--- src/rtl/nano_boot_loader.sv ---
// Boot loader that owns the NanoCPU memory port until a streamed program image is loaded.
// Define LOADER_CHECKSUM_EN to require a trailing XOR checksum byte (adds CSUM/ERR states).
module nano_boot_loader #(
    parameter int ADDR_W     = 8,
    parameter int START_ADDR = 0
) (
    input  logic              ck,
    input  logic              rst,
    input  logic              rx_valid,
    input  logic [7:0]        rx_data,
    output logic              rx_ready,
    input  logic [ADDR_W-1:0] cpu_address,
    input  logic [15:0]       cpu_dataW,
    input  logic              cpu_we,
    input  logic              cpu_ce,
    output logic [ADDR_W-1:0] mem_address,
    output logic [15:0]       mem_dataW,
    output logic              mem_we,
    output logic              mem_ce,
    output logic              cpu_rst,
    output logic              done,
    output logic              err
);

`ifdef LOADER_CHECKSUM_EN
    typedef enum logic [2:0] {
        ST_COUNT = 3'd0,
        ST_HI    = 3'd1,
        ST_LO    = 3'd2,
        ST_WRITE = 3'd3,
        ST_RUN   = 3'd4,
        ST_CSUM  = 3'd5,
        ST_ERR   = 3'd6
    } state_t;
`else
    typedef enum logic [2:0] {
        ST_COUNT = 3'd0,
        ST_HI    = 3'd1,
        ST_LO    = 3'd2,
        ST_WRITE = 3'd3,
        ST_RUN   = 3'd4
    } state_t;
`endif

    localparam logic [ADDR_W-1:0] START_A = ADDR_W'(START_ADDR);

    state_t            state_q;
    logic [8:0]        n_q;
    logic [8:0]        k_q;
    logic [7:0]        hi_q;
    logic [ADDR_W-1:0] mem_addr_q;
    logic [15:0]       mem_data_q;
    logic              mem_we_q;
    logic              mem_ce_q;
    logic              cpu_rst_q;
    logic              done_q;
    logic              run_s;
    logic              last_word_s;
`ifdef LOADER_CHECKSUM_EN
    logic [7:0]        csum_q;
    logic              err_q;
`endif

    assign run_s       = (state_q == ST_RUN);
    assign last_word_s = ((k_q + 9'd1) == n_q);

`ifdef LOADER_CHECKSUM_EN
    assign rx_ready = (state_q == ST_COUNT) || (state_q == ST_HI) ||
                      (state_q == ST_LO)    || (state_q == ST_CSUM);
    assign err      = err_q;
`else
    assign rx_ready = (state_q == ST_COUNT) || (state_q == ST_HI) || (state_q == ST_LO);
    assign err      = 1'b0;
`endif

    // Once running, the CPU sees the memory port directly with no added latency.
    assign mem_address = run_s ? cpu_address : mem_addr_q;
    assign mem_dataW   = run_s ? cpu_dataW   : mem_data_q;
    assign mem_we      = run_s ? cpu_we      : mem_we_q;
    assign mem_ce      = run_s ? cpu_ce      : mem_ce_q;
    assign cpu_rst     = cpu_rst_q;
    assign done        = done_q;

    // Loader state machine with registered memory-port and status outputs.
    always_ff @(posedge ck) begin
        if (rst) begin
            state_q    <= ST_COUNT;
            n_q        <= 9'd0;
            k_q        <= 9'd0;
            hi_q       <= 8'd0;
            mem_addr_q <= '0;
            mem_data_q <= 16'd0;
            mem_we_q   <= 1'b0;
            mem_ce_q   <= 1'b0;
            cpu_rst_q  <= 1'b1;
            done_q     <= 1'b0;
`ifdef LOADER_CHECKSUM_EN
            csum_q     <= 8'd0;
            err_q      <= 1'b0;
`endif
        end else begin
            case (state_q)
                ST_COUNT: begin
                    if (rx_valid) begin
                        // A count byte of zero encodes a full 256-word image.
                        n_q     <= (rx_data == 8'd0) ? 9'd256 : {1'b0, rx_data};
                        k_q     <= 9'd0;
`ifdef LOADER_CHECKSUM_EN
                        csum_q  <= 8'd0;
`endif
                        state_q <= ST_HI;
                    end else begin
                        state_q <= ST_COUNT;
                    end
                end
                ST_HI: begin
                    if (rx_valid) begin
                        hi_q    <= rx_data;
`ifdef LOADER_CHECKSUM_EN
                        csum_q  <= csum_q ^ rx_data;
`endif
                        state_q <= ST_LO;
                    end else begin
                        state_q <= ST_HI;
                    end
                end
                ST_LO: begin
                    if (rx_valid) begin
                        mem_addr_q <= START_A + k_q[ADDR_W-1:0];
                        mem_data_q <= {hi_q, rx_data};
                        mem_we_q   <= 1'b1;
                        mem_ce_q   <= 1'b1;
`ifdef LOADER_CHECKSUM_EN
                        csum_q     <= csum_q ^ rx_data;
`endif
                        state_q    <= ST_WRITE;
                    end else begin
                        state_q    <= ST_LO;
                    end
                end
                ST_WRITE: begin
                    mem_we_q <= 1'b0;
                    mem_ce_q <= 1'b0;
                    k_q      <= k_q + 9'd1;
                    if (last_word_s) begin
`ifdef LOADER_CHECKSUM_EN
                        state_q   <= ST_CSUM;
`else
                        state_q   <= ST_RUN;
                        cpu_rst_q <= 1'b0;
                        done_q    <= 1'b1;
`endif
                    end else begin
                        state_q <= ST_HI;
                    end
                end
`ifdef LOADER_CHECKSUM_EN
                ST_CSUM: begin
                    if (rx_valid) begin
                        if (rx_data == csum_q) begin
                            state_q   <= ST_RUN;
                            cpu_rst_q <= 1'b0;
                            done_q    <= 1'b1;
                        end else begin
                            state_q   <= ST_ERR;
                            err_q     <= 1'b1;
                        end
                    end else begin
                        state_q <= ST_CSUM;
                    end
                end
                ST_ERR: begin
                    state_q   <= ST_ERR;
                    mem_we_q  <= 1'b0;
                    mem_ce_q  <= 1'b0;
                    cpu_rst_q <= 1'b1;
                end
`endif
                ST_RUN: begin
                    state_q <= ST_RUN;
                end
                default: begin
                    // Unreachable encodings fall back to a safe, CPU-held state.
                    state_q   <= ST_COUNT;
                    mem_we_q  <= 1'b0;
                    mem_ce_q  <= 1'b0;
                    cpu_rst_q <= 1'b1;
                    done_q    <= 1'b0;
                end
            endcase
        end
    end

endmodule

--- config.mk ---
export PLATFORM = sky130hd
export DESIGN_NAME = nano_boot_loader
export DESIGN_NICKNAME = d
export VERILOG_FILES = /design/src/rtl/nano_boot_loader.sv
export SDC_FILE = /design/constraint.sdc
export NUM_CORES = 1
export LEC_CHECK = 0
export ABC_AREA = 1
export CAP_MARGIN = 20
export CORE_ASPECT_RATIO = 1.75
export CORE_MARGIN = 3
export CORE_UTILIZATION = 40
export DETAILED_ROUTE_END_ITERATION = 7
export PLACE_DENSITY = 0.64
export SLEW_MARGIN = 5
export SYNTH_ARGS = -nofsm -noshare
export SYNTH_HDL_FRONTEND = slang
export SYNTH_SLANG_ARGS = --single-unit
--- constraint.sdc ---
create_clock -name ck -period 2.5 [get_ports ck]
set_clock_uncertainty 0.1 [all_clocks]
set_input_delay 0.25 -clock ck [delete_from_list [all_inputs] [get_ports ck]]
set_output_delay 0.25 -clock ck [all_outputs]
set_load 0.05 [all_outputs]
# [Word-level counts from Yosys, hierarchy flattened]
# Cells that the tools add are included.
[classes] addsub=1 eq_ne=8 n_mux=18 bitwise=2 n_reduce_logical=13
[op_table] op="$mux W9" count=2
[op_table] op="$pmux W9 S2" count=1
[op_table] op="$mux W16" count=1
[op_table] op="$pmux W3 S5" count=1
[op_table] op="$reduce_and A2 Y1" count=6
[op_table] op="$add A9 B1 Y9 const B" count=1
[op_table] op="$eq A9 B9 Y1" count=1
[op_table] op="$logic_not A8 Y1" count=1
[op_table] op="$mux W8" count=1
[op_table] op="$mux W1" count=7
[op_table] op="$eq A3 B2 Y1 const B" count=2
[op_table] op="$ne A2 B2 Y1 const B" count=3
[op_table] op="$pmux W1 S2" count=3
[op_table] op="$reduce_or A4 Y1" count=1
[op_table] op="$eq A3 B1 Y1 const B" count=1
[op_table] op="$eq A3 B3 Y1 const B" count=1
[op_table] op="$logic_not A3 Y1" count=1
[op_table] op="$mux W3" count=1
[op_table] op="$reduce_or A3 Y1" count=1
[op_table] op="$logic_or A1 B1 Y1" count=2
[op_table] op="$mux W2" count=1
[op_table] op="$not A1 Y1" count=2
[op_table] op="$reduce_bool A2 Y1" count=1
[totals] ff_bits=56 inputBits=37 word_cells=51

# [Depth between registers and ports, before layout]
# Gate-level depths: netlist of the first run.
[logic_depth] word_depth=4 depth_mapped=14 ltp_nobuf=14

# [Worst setup path after synthesis of the first run]
# No wires, ideal clock.
[synth_path] kind="register -> register" from="register k_q[0]" to="register cpu_rst_q, in the netlist cpu_rst" setup_time_ns=0.114 t_arrival_ns=1.541 path_slack_ns=0.745 stages_incl_launch_ff=14 n_path_buf=0 period_less_slack_ns=1.755 path_cell_list="dfxtp_1 -> ha_1 -> nand2_2 -> nor2_4 -> nand2_1 -> nand2_1 -> nand2_1 -> nand2_1 -> nand2_1 -> nor2_1 -> nand3_1 -> nand2_1 -> nand2_1 -> a21o_1"
[synth_via] elab_chain_cells=4
[synth_lines] element="start: declaration" line_no="49" source="logic [8:0] k_q;"
[synth_lines] element="start signal: assignment" line_no="144" source="k_q <= k_q + 9'd1;"
[synth_lines] element="$add A9 B1 Y9" line_no="65" source="assign last_word_s = ((k_q + 9'd1) == n_q);"
[synth_lines] element="$eq A9 B9 Y1" line_no="65"
[synth_lines] element="$ne A2 B2 Y1 (no line)"
[synth_lines] element="$reduce_and A2 Y1 (no line)"
[synth_lines] element="end signal: assignment" line_no="95" source="cpu_rst_q <= 1'b1;"
[synth_lines] element="end signal: assignment" line_no="150" source="cpu_rst_q <= 1'b0;"
[synth_lines] element="end signal: assignment" line_no="187" source="cpu_rst_q <= 1'b1;"
[synth_lines] element="end: declaration" line_no="55" source="logic cpu_rst_q;"
# No other way between the ends.
# A chain may end at the register's enable or synchronous reset.

# [Worst setup path after layout of the first run]
[layout_path] from="register state_q[0]" to="output port mem_address[3]"
[layout_via] elab_chain_cells=2
[layout_lines] element="start: declaration" line_no="47" source="state_t state_q;"
[layout_lines] element="start signal: assignment" line_no="87" source="state_q <= ST_COUNT;"
[layout_lines] element="start signal: assignment" line_no="111" source="state_q <= ST_HI;"
[layout_lines] element="start signal: assignment" line_no="113" source="state_q <= ST_COUNT;"
[layout_lines] element="$eq A3 B3 Y1" line_no="64" source="assign run_s = (state_q == ST_RUN);"
[layout_lines] element="$mux W8" line_no="77" source="assign mem_address = run_s ? cpu_address : mem_addr_q;"
[layout_lines] element="end: declaration" line_no="16" source="output logic [ADDR_W-1:0] mem_address,"
# No other way between the ends.

==> flow_metrics.py, run 1 <==
metrics = {
    "status": {
        "status": "finished, final reports clean",
    },
    "critical_path": {
        "critPathRequiredTime_ns": 2.15,
        "critical_path.n_buffers_inverters": 1,
        "cp_max_fo": 26,
        "end_kind": "output port",
        "crit_type": "reg -> out",
        "crit_chain": "nor2_1 > nand2_2 > mux2_2 > buf_12",
        "crit_family": "simple AND/OR/NAND/NOR gates",
        "crit_arrival_ns": 1.87,
        "ff2ff_setup_slack_ns": 0.55,
        "startpoint_type": "register",
        "crit_slowest_cell": "nand2_2",
        "slowest_delay_ns": 0.45,
        "crit_start": "state_q[0]",
        "r2r-start": "k_q[1]",
    },
    "floorplanning": {
        "die-width_um": 67.2,
        "io_pins": 67,
        "dieArea_um2": 7600,
        "floorplan.core_area_um2": 6280,
        "start_util_pct": 41.7,
        "fp-row-count": 38,
        "dieHeight_um": 113,
    },
    "power": {
        "power_density_nw_per_um2": 491,
        "p_leak_nw": 1.56,
        "ir_worst_vdd_mv": 0.308,
    },
    "final_layout": {
        "instances_no_fill": 502,
        "num-nets-final": 459,
        "final_common_cell": "nor2_1",
        "drive_above_1_share_pct": 18.0,
        "syn_to_final_growth_pct": 41.8,
        "final_cell_mix": "61 x nor2_1, 56 x dfxtp_1, 52 x nand2_1",
        "diodes": 0,
    },
    "clock_tree": {
        "cts.clk_slew.worst_paths_ns": 0.10,
        "clock-root-buffer": "clkbuf_8",
        "cts_buffers": 5,
        "cts_tree": "done",
        "postCtsResizedCells": 0,
        "holdBufCountCts": 0,
        "post_cts_buffers": 0,
        "cts_sinks": 56,
        "cts.htree.levels": 2,
        "clk_latency_ns": 0.31,
        "clk_path_buf_depth": 2,
    },
    "sta": {
        "setup_viol": 0,
        "hold_viol": 0,
        "fin_crit_ns": 2.22,
        "relSlewSlack_pct": 60.5,
        "period_share_pct": 88.8,
        "report.final.slew_viol_count": 0,
        "worst_pin_slew_ns": 0.590,
        "setup_tns_ns": 0,
        "rsz0062_at_grt": "false",
        "max_clock_freq_mhz": 451,
    },
    "placed_design": {
        "place_congestion": 0.941,
        "place_inst": 494,
        "dp_hpwl_mm": 5.32,
        "io_buffers": 65,
    },
    "global_routing": {
        "grt_first_pass_wirelength_mm": 11.7,
        "grt_max_degree": 27,
        "grt_util_all_layers_pct": 19.6,
        "antenna_found_initial": 0,
        "first_global_vias": 2555,
        "grt_overflow": 0,
    },
    "yosys": {
        "synth_fa_ha_area_share_pct": 0.478,
        "synth_area_um2": 2620,
        "synth_compound_area_share_pct": 15.8,
        "ys_warn_count": 0,
        "syn-num-nets": 392,
        "yosysSeqAreaShare_pct": 42.8,
        "synth.avg_cell_area_um2": 7.40,
        "synth_cell_type_count": 26,
        "ys_seq_elements": 56,
        "synth_xor_xnor_area_share_pct": 0.669,
        "yosys.area.top_type": "dfxtp_1",
        "synth_top_family_by_area": "simple AND/OR/NAND/NOR gates",
        "yosysTopAreaCellShare_pct": 42.8,
        "netlist_instances": 354,
        "synth_area_leaders": "dfxtp_1 43%, mux2_2 10%, nor2_1 8.9%",
        "synth_simple_gate_area_share_pct": 23.6,
        "synthMuxAreaShare_pct": 10.3,
    },
    "worst_hold_path": {
        "hold_class": "reg -> reg",
        "hp-start": "mem_ce_q",
    },
    "routing": {
        "drtIter0Drc": 126,
        "first_pass_iters": 5,
        "wl_mm": 6.94,
        "drc": 0,
        "ant_nets": 0,
        "wl_per_cell_um": 13.8,
        "num_vias": 2572,
        "routed_via_density": 5.12,
    },
    "job": {
        "maxCapViolations": 0,
    },
}
## cell usage after synthesis
master,number
clkbuf_1,11
o21ai_0,42
mux2_2,24
buf_4,1
xnor2_1,1
a21oi_1,34
a31oi_1,1
inv_1,24
inv_2,1
nand2_2,2
a21o_1,1
nand4_1,1
dfxtp_1,56
conb_1,1
nor4_1,2
o21bai_1,1
nand3_1,26
nand2_1,52
nor2_4,2
xor2_1,1
nor2_2,1
o31ai_1,1
buf_2,4
o21ai_1,1
ha_1,1
nor2_1,62
## metrics by stage
stage	power, W	utilization, %	cell area (um2)	hold WS (ns)	setup slack (ns)
global placement	0.00133	57.7	3620	0.363	0.590
floorplan	0.00115	-	2620	0.219	0.745
finish	0.00182	59.2	3710	0.372	0.281
global route	0.00191	59.2	3710	0.403	0.122
CTS	0.00184	59.2	3710	0.375	0.215
detailed placement	0.00133	57.7	3620	0.361	0.553
## report_power, final
part	leakage, nW	internal [W]	switching [W]
Clock	0.0510	0.000222	0.000289
Sequential	0.455	0.000934	0.0000221
Combinational	1.06	0.000166	0.000190
## flip-flops by register name (all words and copies together), names as in the netlist
register / flops
cpu_rst: 1
done: 1
hi_q: 8
k_q: 9
mem_addr_q: 8
mem_ce_q: 1
mem_data_q: 16
n_q: 9
state_q: 3
## per-layer routing
| layer | track usage (%) | routed length [um] | part of all wire, % |
|---|---|---|---|
| met2 | 35.1 | 3770 | 54 |
| met3 | 3.18 | 327 | 4.7 |
| met5 | 0 | 0 | 0 |
| met4 | 5.96 | 120 | 1.7 |
| met1 | 23.0 | 2720 | 39 |
## final cells by class
cell class | instances | area [um2]
multi-input cells | 257 | 1340
repair buffers | 76 | 968
clock inverters | 2 | 10.0
inverters | 25 | 93.8
clock buffers | 6 | 82.6
well taps | 80 | 100
flip-flops and latches | 56 | 1120
fillers | 595 | 2560
## path summary, 6_finish.rpt
path / endpoint / depth (start not counted)
worst max-delay path: mem_address[3] / 4
worst min-delay path: mem_ce_q / 2
worst max register to register: cpu_rst / 11
worst min register to register: mem_ce_q / 2
## worst min-delay path, stage by stage (launching register included)
cell	delay, ns
dfxtp_1	0.32
o31ai_1	0.06
a21oi_1	0.05
## logic make-up (layout without fill, tap and decap cells)
logic type	Yosys count	count (layout)
AOI/OAI and AO/OA	81	81
xor gates and xnor gates	2	2
adders and majority gates	1	1
buffers and inverters	41	109
DFF	56	56
muxes	24	24
other	1	1
and+or+nand+nor	148	148
Note: power is estimated with default switching activity, not from simulation.
==> run 2: changes to the inputs <==
MAX_ROUTING_LAYER = met4   (was default)
clock period = 2.78 ns   (was 2.5 ns; I/O delays follow)
==> run 2 against run 1 <==
Utilization is 4.9 points lower. Sequential power is 10% lower. Wire length is 3.0% lower. Sequential share of layout area is 2.8 points higher. Die area stayed put. Critical path type unchanged. Largest cell class unchanged. Clock power is 7.0% higher. Highest routed layer unchanged.
==> flow_metrics.py, run 2 (synthesis results as in run 1) <==
metrics = {
    "clock_tree": {
        "cts.htree.levels": 2,
        "cts_tree": "done",
        "clock-root-buffer": "clkbuf_8",
        "cts_sinks": 56,
        "postCtsResizedCells": 0,
        "holdBufCountCts": 0,
        "clk_path_buf_depth": 2,
        "cts.clk_slew.worst_paths_ns": 0.10,
        "post_cts_buffers": 0,
        "cts_buffers": 5,
        "clk_latency_ns": 0.31,
    },
    "sta": {
        "max_clock_freq_mhz": 409,
        "rsz0062_at_grt": "false",
        "report.final.slew_viol_count": 0,
        "relSlewSlack_pct": 59.6,
        "fin_crit_ns": 2.44,
        "setup_tns_ns": 0,
        "worst_pin_slew_ns": 0.603,
        "period_share_pct": 87.9,
        "fin_ws_ns": 0.337,
        "hold_ws_ns": 0.377,
        "setup_viol": 0,
        "hold_viol": 0,
    },
    "critical_path": {
        "slowest_delay_ns": 0.80,
        "end_kind": "output port",
        "startpoint_type": "register",
        "critPathRequiredTime_ns": 2.40,
        "crit_chain": "nor2_1 > nand3_1 > nand2_1 > clkdlybuf4s50_1",
        "crit_type": "reg -> out",
        "crit_slowest_cell": "clkdlybuf4s50_1",
        "cp_max_fo": 7,
        "crit_arrival_ns": 2.06,
    },
    "placed_design": {
        "place_congestion": 0.884,
        "dp_hpwl_mm": 5.03,
        "preCtsSetupSlack_ns": 0.685,
        "place_inst": 489,
        "io_buffers": 65,
    },
    "final_layout": {
        "final_common_cell": "nor2_1",
        "top_regs": "mem_data_q (16), k_q (9), n_q (9)",
        "largest_register_ffs": 16,
        "fin_util_pct": 54.2,
        "syn_to_final_growth_pct": 29.9,
        "diodes": 0,
        "final_cell_mix": "61 x nor2_1, 56 x dfxtp_1, 52 x nand2_1",
        "num-nets-final": 454,
        "largest_register": "mem_data_q",
        "instances_no_fill": 497,
        "fillers": 633,
        "drive_above_1_share_pct": 16.5,
    },
    "global_routing": {
        "grt_max_degree": 41,
        "first_global_vias": 2427,
        "grt_overflow": 0,
        "grt_first_pass_wirelength_mm": 11.4,
        "antenna_found_initial": 0,
        "grt_util_all_layers_pct": 19.7,
    },
    "power": {
        "p_seq_share_pct": 51.3,
        "p_leak_nw": 1.47,
        "combinationalPowerShare_pct": 16.1,
        "power_density_nw_per_um2": 493,
        "ir_worst_vdd_mv": 0.317,
        "p_int_w": 0.00122,
        "p_sw_w": 0.000456,
        "swShare_pct": 27.2,
        "pwr-share-clk_pct": 32.6,
    },
    "floorplanning": {
        "io_pins": 67,
        "floorplan.core_area_um2": 6280,
        "dieHeight_um": 113,
        "dieArea_um2": 7600,
        "start_util_pct": 41.7,
        "fp-row-count": 38,
        "die-width_um": 67.2,
    },
    "worst_hold_path": {
        "hold_class": "reg -> reg",
    },
    "routing": {
        "ant_nets": 0,
        "wl_per_cell_um": 13.5,
        "num_vias": 2520,
        "drc": 0,
        "drtIter0Drc": 114,
        "wl_mm": 6.73,
        "first_pass_iters": 4,
        "routed_via_density": 5.07,
    },
    "job": {
        "maxCapViolations": 0,
    },
    "status": {
        "status": "finished, final reports clean",
    },
}
run 2: cell types whose count changed in the layout (fill, tap and decap cells not counted):
cell,previous run,this run
clkbuf_8,6,5
inv_6,0,1
clkdlybuf4s50_1,39,41
clkinv_2,2,0
clkinvlp_4,0,1
bufinv_16,0,1
buf_4,13,30
buf_12,24,0
run 2: path summary, 6_finish.rpt:
path,from,end,slack (ns),depth (start not counted)
max reg2reg,k_q[0],cpu_rst,0.81,11
min,n_q[2],n_q[2],0.38,2
max,state_q[0],mem_ce,0.34,4
min reg2reg,n_q[2],n_q[2],0.38,2
run 2: worst max-delay path, delay by kind of cell, from the launching register on:
family | cells | cell delay, ns
DFF | 1 | 0.36
and+or+nand+nor | 3 | 0.60
buffers and inverters | 1 | 0.80
run 2: power by group through the flow:
stage / Combinational [W] / Sequential, W / Clock (W)
CTS: 0.000273 / 0.000861 / 0.000558
detailed placement: 0.000272 / 0.000879 / 0
finish: 0.000270 / 0.000860 / 0.000547
global placement: 0.000270 / 0.000878 / 0
floorplan: 0.000163 / 0.000873 / 0
global route: 0.000299 / 0.000866 / 0.000584
run 2: through the flow:
step | instance area [um2] | total power, W
6_report | 3400 | 0.00168
5_1_grt | 3400 | 0.00175
4_1_cts | 3400 | 0.00169
3_5_place_dp | 3290 | 0.00115
3_3_place_gp | 3290 | 0.00115
2_1_floorplan | 2620 | 0.00104
run 2: cell type report:
cell class	instances	area (um2)	share of cell area, %
Sequential cell	56	1120	32.9
Clock inverter	3	46.3	1.36
Timing Repair Buffer	71	636	18.7
Clock buffer	5	68.8	2.02
Inverter	25	93.8	2.76
Multi-Input combinational cell	257	1340	39.3
Tap cell	80	100	2.94
run 2: metal layers:
layer  up-vias  track usage, %  wire [um]
met4         0            7.99        148
li1       1289               -          -
met2        59            32.9       3590
met5         -               -          0
met3         9            2.58        238
met1      1163            23.4       2750
==> run 3: changes to the inputs <==
ABC_AREA = default   (was 1)
==> run 3 against run 2 <==
Sequential power is 2.7% lower. Flip-flop and latch count did not move. Critical path depth unchanged. Fmax up 4.1%. Register-to-register slack got worse by 0.27 ns. Worst hold slack got worse by 0.024 ns. Critical path type unchanged. First-iteration DRC count is 11% higher. Synthesized cell count fell by 6.5%. Power down 1.5%. Area after synthesis is 7.1% higher. Design area is 4.8% higher.
==> flow_metrics.py, run 3 <==
metrics = {
    "status": {
        "status": "finished, final reports clean",
    },
    "yosys": {
        "synth.avg_cell_area_um2": 8.47,
        "synth_cell_type_count": 49,
        "yosysSeqAreaShare_pct": 40.0,
        "synth_most_common_cell": "nand2_1",
        "ys_warn_count": 0,
        "synth_commonest_cells": "73 x nand2_1, 56 x dfxtp_1, 49 x a21oi_1, 24 x mux2_1, 20 x nor2_1",
        "synth_area_um2": 2810,
        "netlist_instances": 331,
        "synthArstFlopShare_pct": 0,
        "yosysTopAreaCellShare_pct": 40.0,
        "yosys.area.top_type": "dfxtp_1",
        "syn-num-nets": 369,
        "synth_area_leaders": "dfxtp_1 40%, nand2_1 9.8%, mux2_1 9.6%",
        "synth_edf_count": 0,
        "ys_seq_elements": 56,
        "ys.flop_type": "dfxtp_1",
    },
    "critical_path": {
        "slowest_delay_ns": 0.57,
        "crit_arrival_ns": 1.97,
        "critPathRequiredTime_ns": 2.40,
        "end_kind": "output port",
        "crit_chain": "and2_1 > buf_4 > mux2_1 > buf_4",
        "cp_max_fo": 27,
        "path_common_cell": "buf_4",
        "startpoint_type": "register",
        "crit_slowest_cell": "dfxtp_1",
        "crit_type": "reg -> out",
    },
    "floorplanning": {
        "die-width_um": 69.3,
        "floorplan.core_area_um2": 6690,
        "fp-row-count": 39,
        "start_util_pct": 42.0,
        "dieHeight_um": 117,
        "io_pins": 67,
        "dieArea_um2": 8090,
    },
    "placed_design": {
        "io_buffers": 65,
        "postPlaceCellArea_um2": 3420,
        "place_congestion": 0.852,
        "dp_hpwl_mm": 4.78,
        "place_inst": 460,
    },
    "sta": {
        "report.final.slew_viol_count": 0,
        "hold_viol": 0,
        "max_clock_freq_mhz": 426,
        "worst_pin_slew_ns": 0.880,
        "hold_ws_ns": 0.352,
        "rsz0062_at_grt": "false",
        "setup_viol": 0,
        "fin_crit_ns": 2.35,
        "period_share_pct": 84.4,
        "setup_tns_ns": 0,
        "relSlewSlack_pct": 41.3,
    },
    "final_layout": {
        "final_cell_mix": "73 x nand2_1, 56 x dfxtp_1, 49 x a21oi_1",
        "largest_register": "mem_data_q",
        "drive_above_1_share_pct": 12.4,
        "instances_no_fill": 468,
        "largest_register_ffs": 16,
        "final_common_cell": "nand2_1",
        "diodes": 0,
        "top_regs": "mem_data_q (16), k_q (9), n_q (9)",
        "num-nets-final": 423,
        "syn_to_final_growth_pct": 27.2,
        "design_area_um2": 3570,
    },
    "clock_tree": {
        "clock-root-buffer": "clkbuf_16",
        "cts_buffers": 5,
        "cts.htree.levels": 2,
        "cts_sinks": 56,
        "post_cts_buffers": 0,
        "holdBufCountCts": 0,
        "postCtsResizedCells": 0,
        "clk_latency_ns": 0.29,
        "cts.clk_slew.worst_paths_ns": 0.07,
        "cts_tree": "done",
        "clk_path_buf_depth": 2,
    },
    "global_routing": {
        "grt_first_pass_wirelength_mm": 10.7,
        "grtUsageMet1_pct": 18.2,
        "grt_util_met3_pct": 2.39,
        "grt_max_degree": 34,
        "grt_util_all_layers_pct": 16.8,
        "grt_overflow": 0,
        "antenna_found_initial": 0,
        "first_global_vias": 2282,
        "met2_usage_pct": 30.4,
        "gr-max-usage-layer": "met2",
    },
    "routing": {
        "wl_per_cell_um": 13.8,
        "drc": 0,
        "ant_nets": 0,
        "routed_via_density": 5.20,
        "wl_mm": 6.44,
        "num_vias": 2432,
        "drtIter0Drc": 127,
        "first_pass_iters": 4,
    },
    "power": {
        "power_w": 0.00165,
        "ir_worst_vdd_mv": 0.426,
        "p_leak_nw": 1.40,
        "power_density_nw_per_um2": 463,
    },
    "job": {
        "maxCapViolations": 0,
    },
    "worst_hold_path": {
        "hold_class": "reg -> reg",
    },
}
-- run 3: power by group --
part / switching, W / internal (W) / leakage (nW)
logic: 0.0000987 / 0.0000922 / 0.877
registers: 0.0000169 / 0.000821 / 0.453
clock network: 0.000264 / 0.000360 / 0.0712
-- run 3: path summary, 6_finish.rpt --
kind / cells after the start / end / slack, ns / startpoint
max reg2reg: 6 / cpu_rst / 0.54 / k_q[0]
min reg2reg: 2 / mem_data_q[2] / 0.35 / mem_data_q[2]
max: 4 / mem_dataW[10] / 0.43 / state_q[2]
min: 2 / mem_data_q[2] / 0.35 / mem_data_q[2]
-- run 3: metrics by stage --
stage	setup WS (ns)	utilization [%]
6_report	0.433	53.4
5_1_grt	0.295	53.4
4_1_cts	0.412	53.4
3_5_place_dp	0.558	51.2
3_3_place_gp	0.633	51.2
2_1_floorplan	0.658	-
-- run 3: logic make-up (layout without fill, tap and decap cells) --
family,after synthesis,in the layout,synth area share [%]
adders and majority gates,1,1,0.446
xor gates and xnor gates,9,9,2.81
DFF,56,56,40.0
and+or+nand+nor,135,135,23.5
buffers and inverters,24,79,4.95
AOI/OAI and AO/OA,72,72,15.3
other,1,1,0.134
muxes,33,33,12.8
-- run 3: area by class of cell --
type / count / area (um2)
Fill cell: 643 / 3120
Sequential cell: 56 / 1120
Clock buffer: 8 / 146
Inverter: 1 / 3.75
Timing Repair Buffer: 70 / 643
Tap cell: 82 / 103
Multi-Input combinational cell: 251 / 1550
-- run 3: layer usage --
layer,vias to the layer above,part of all wire [%]
met5,-,0
met4,0,2.3
met3,10,2.5
met2,39,53
met1,1143,42
li1,1240,-
-- run 3: worst max-delay path, delay by kind of cell (launching register included) --
kind	cells	cell delay [ns]
buf+inv	2	0.51
flops	1	0.57
mux	1	0.37
simple gates	1	0.21
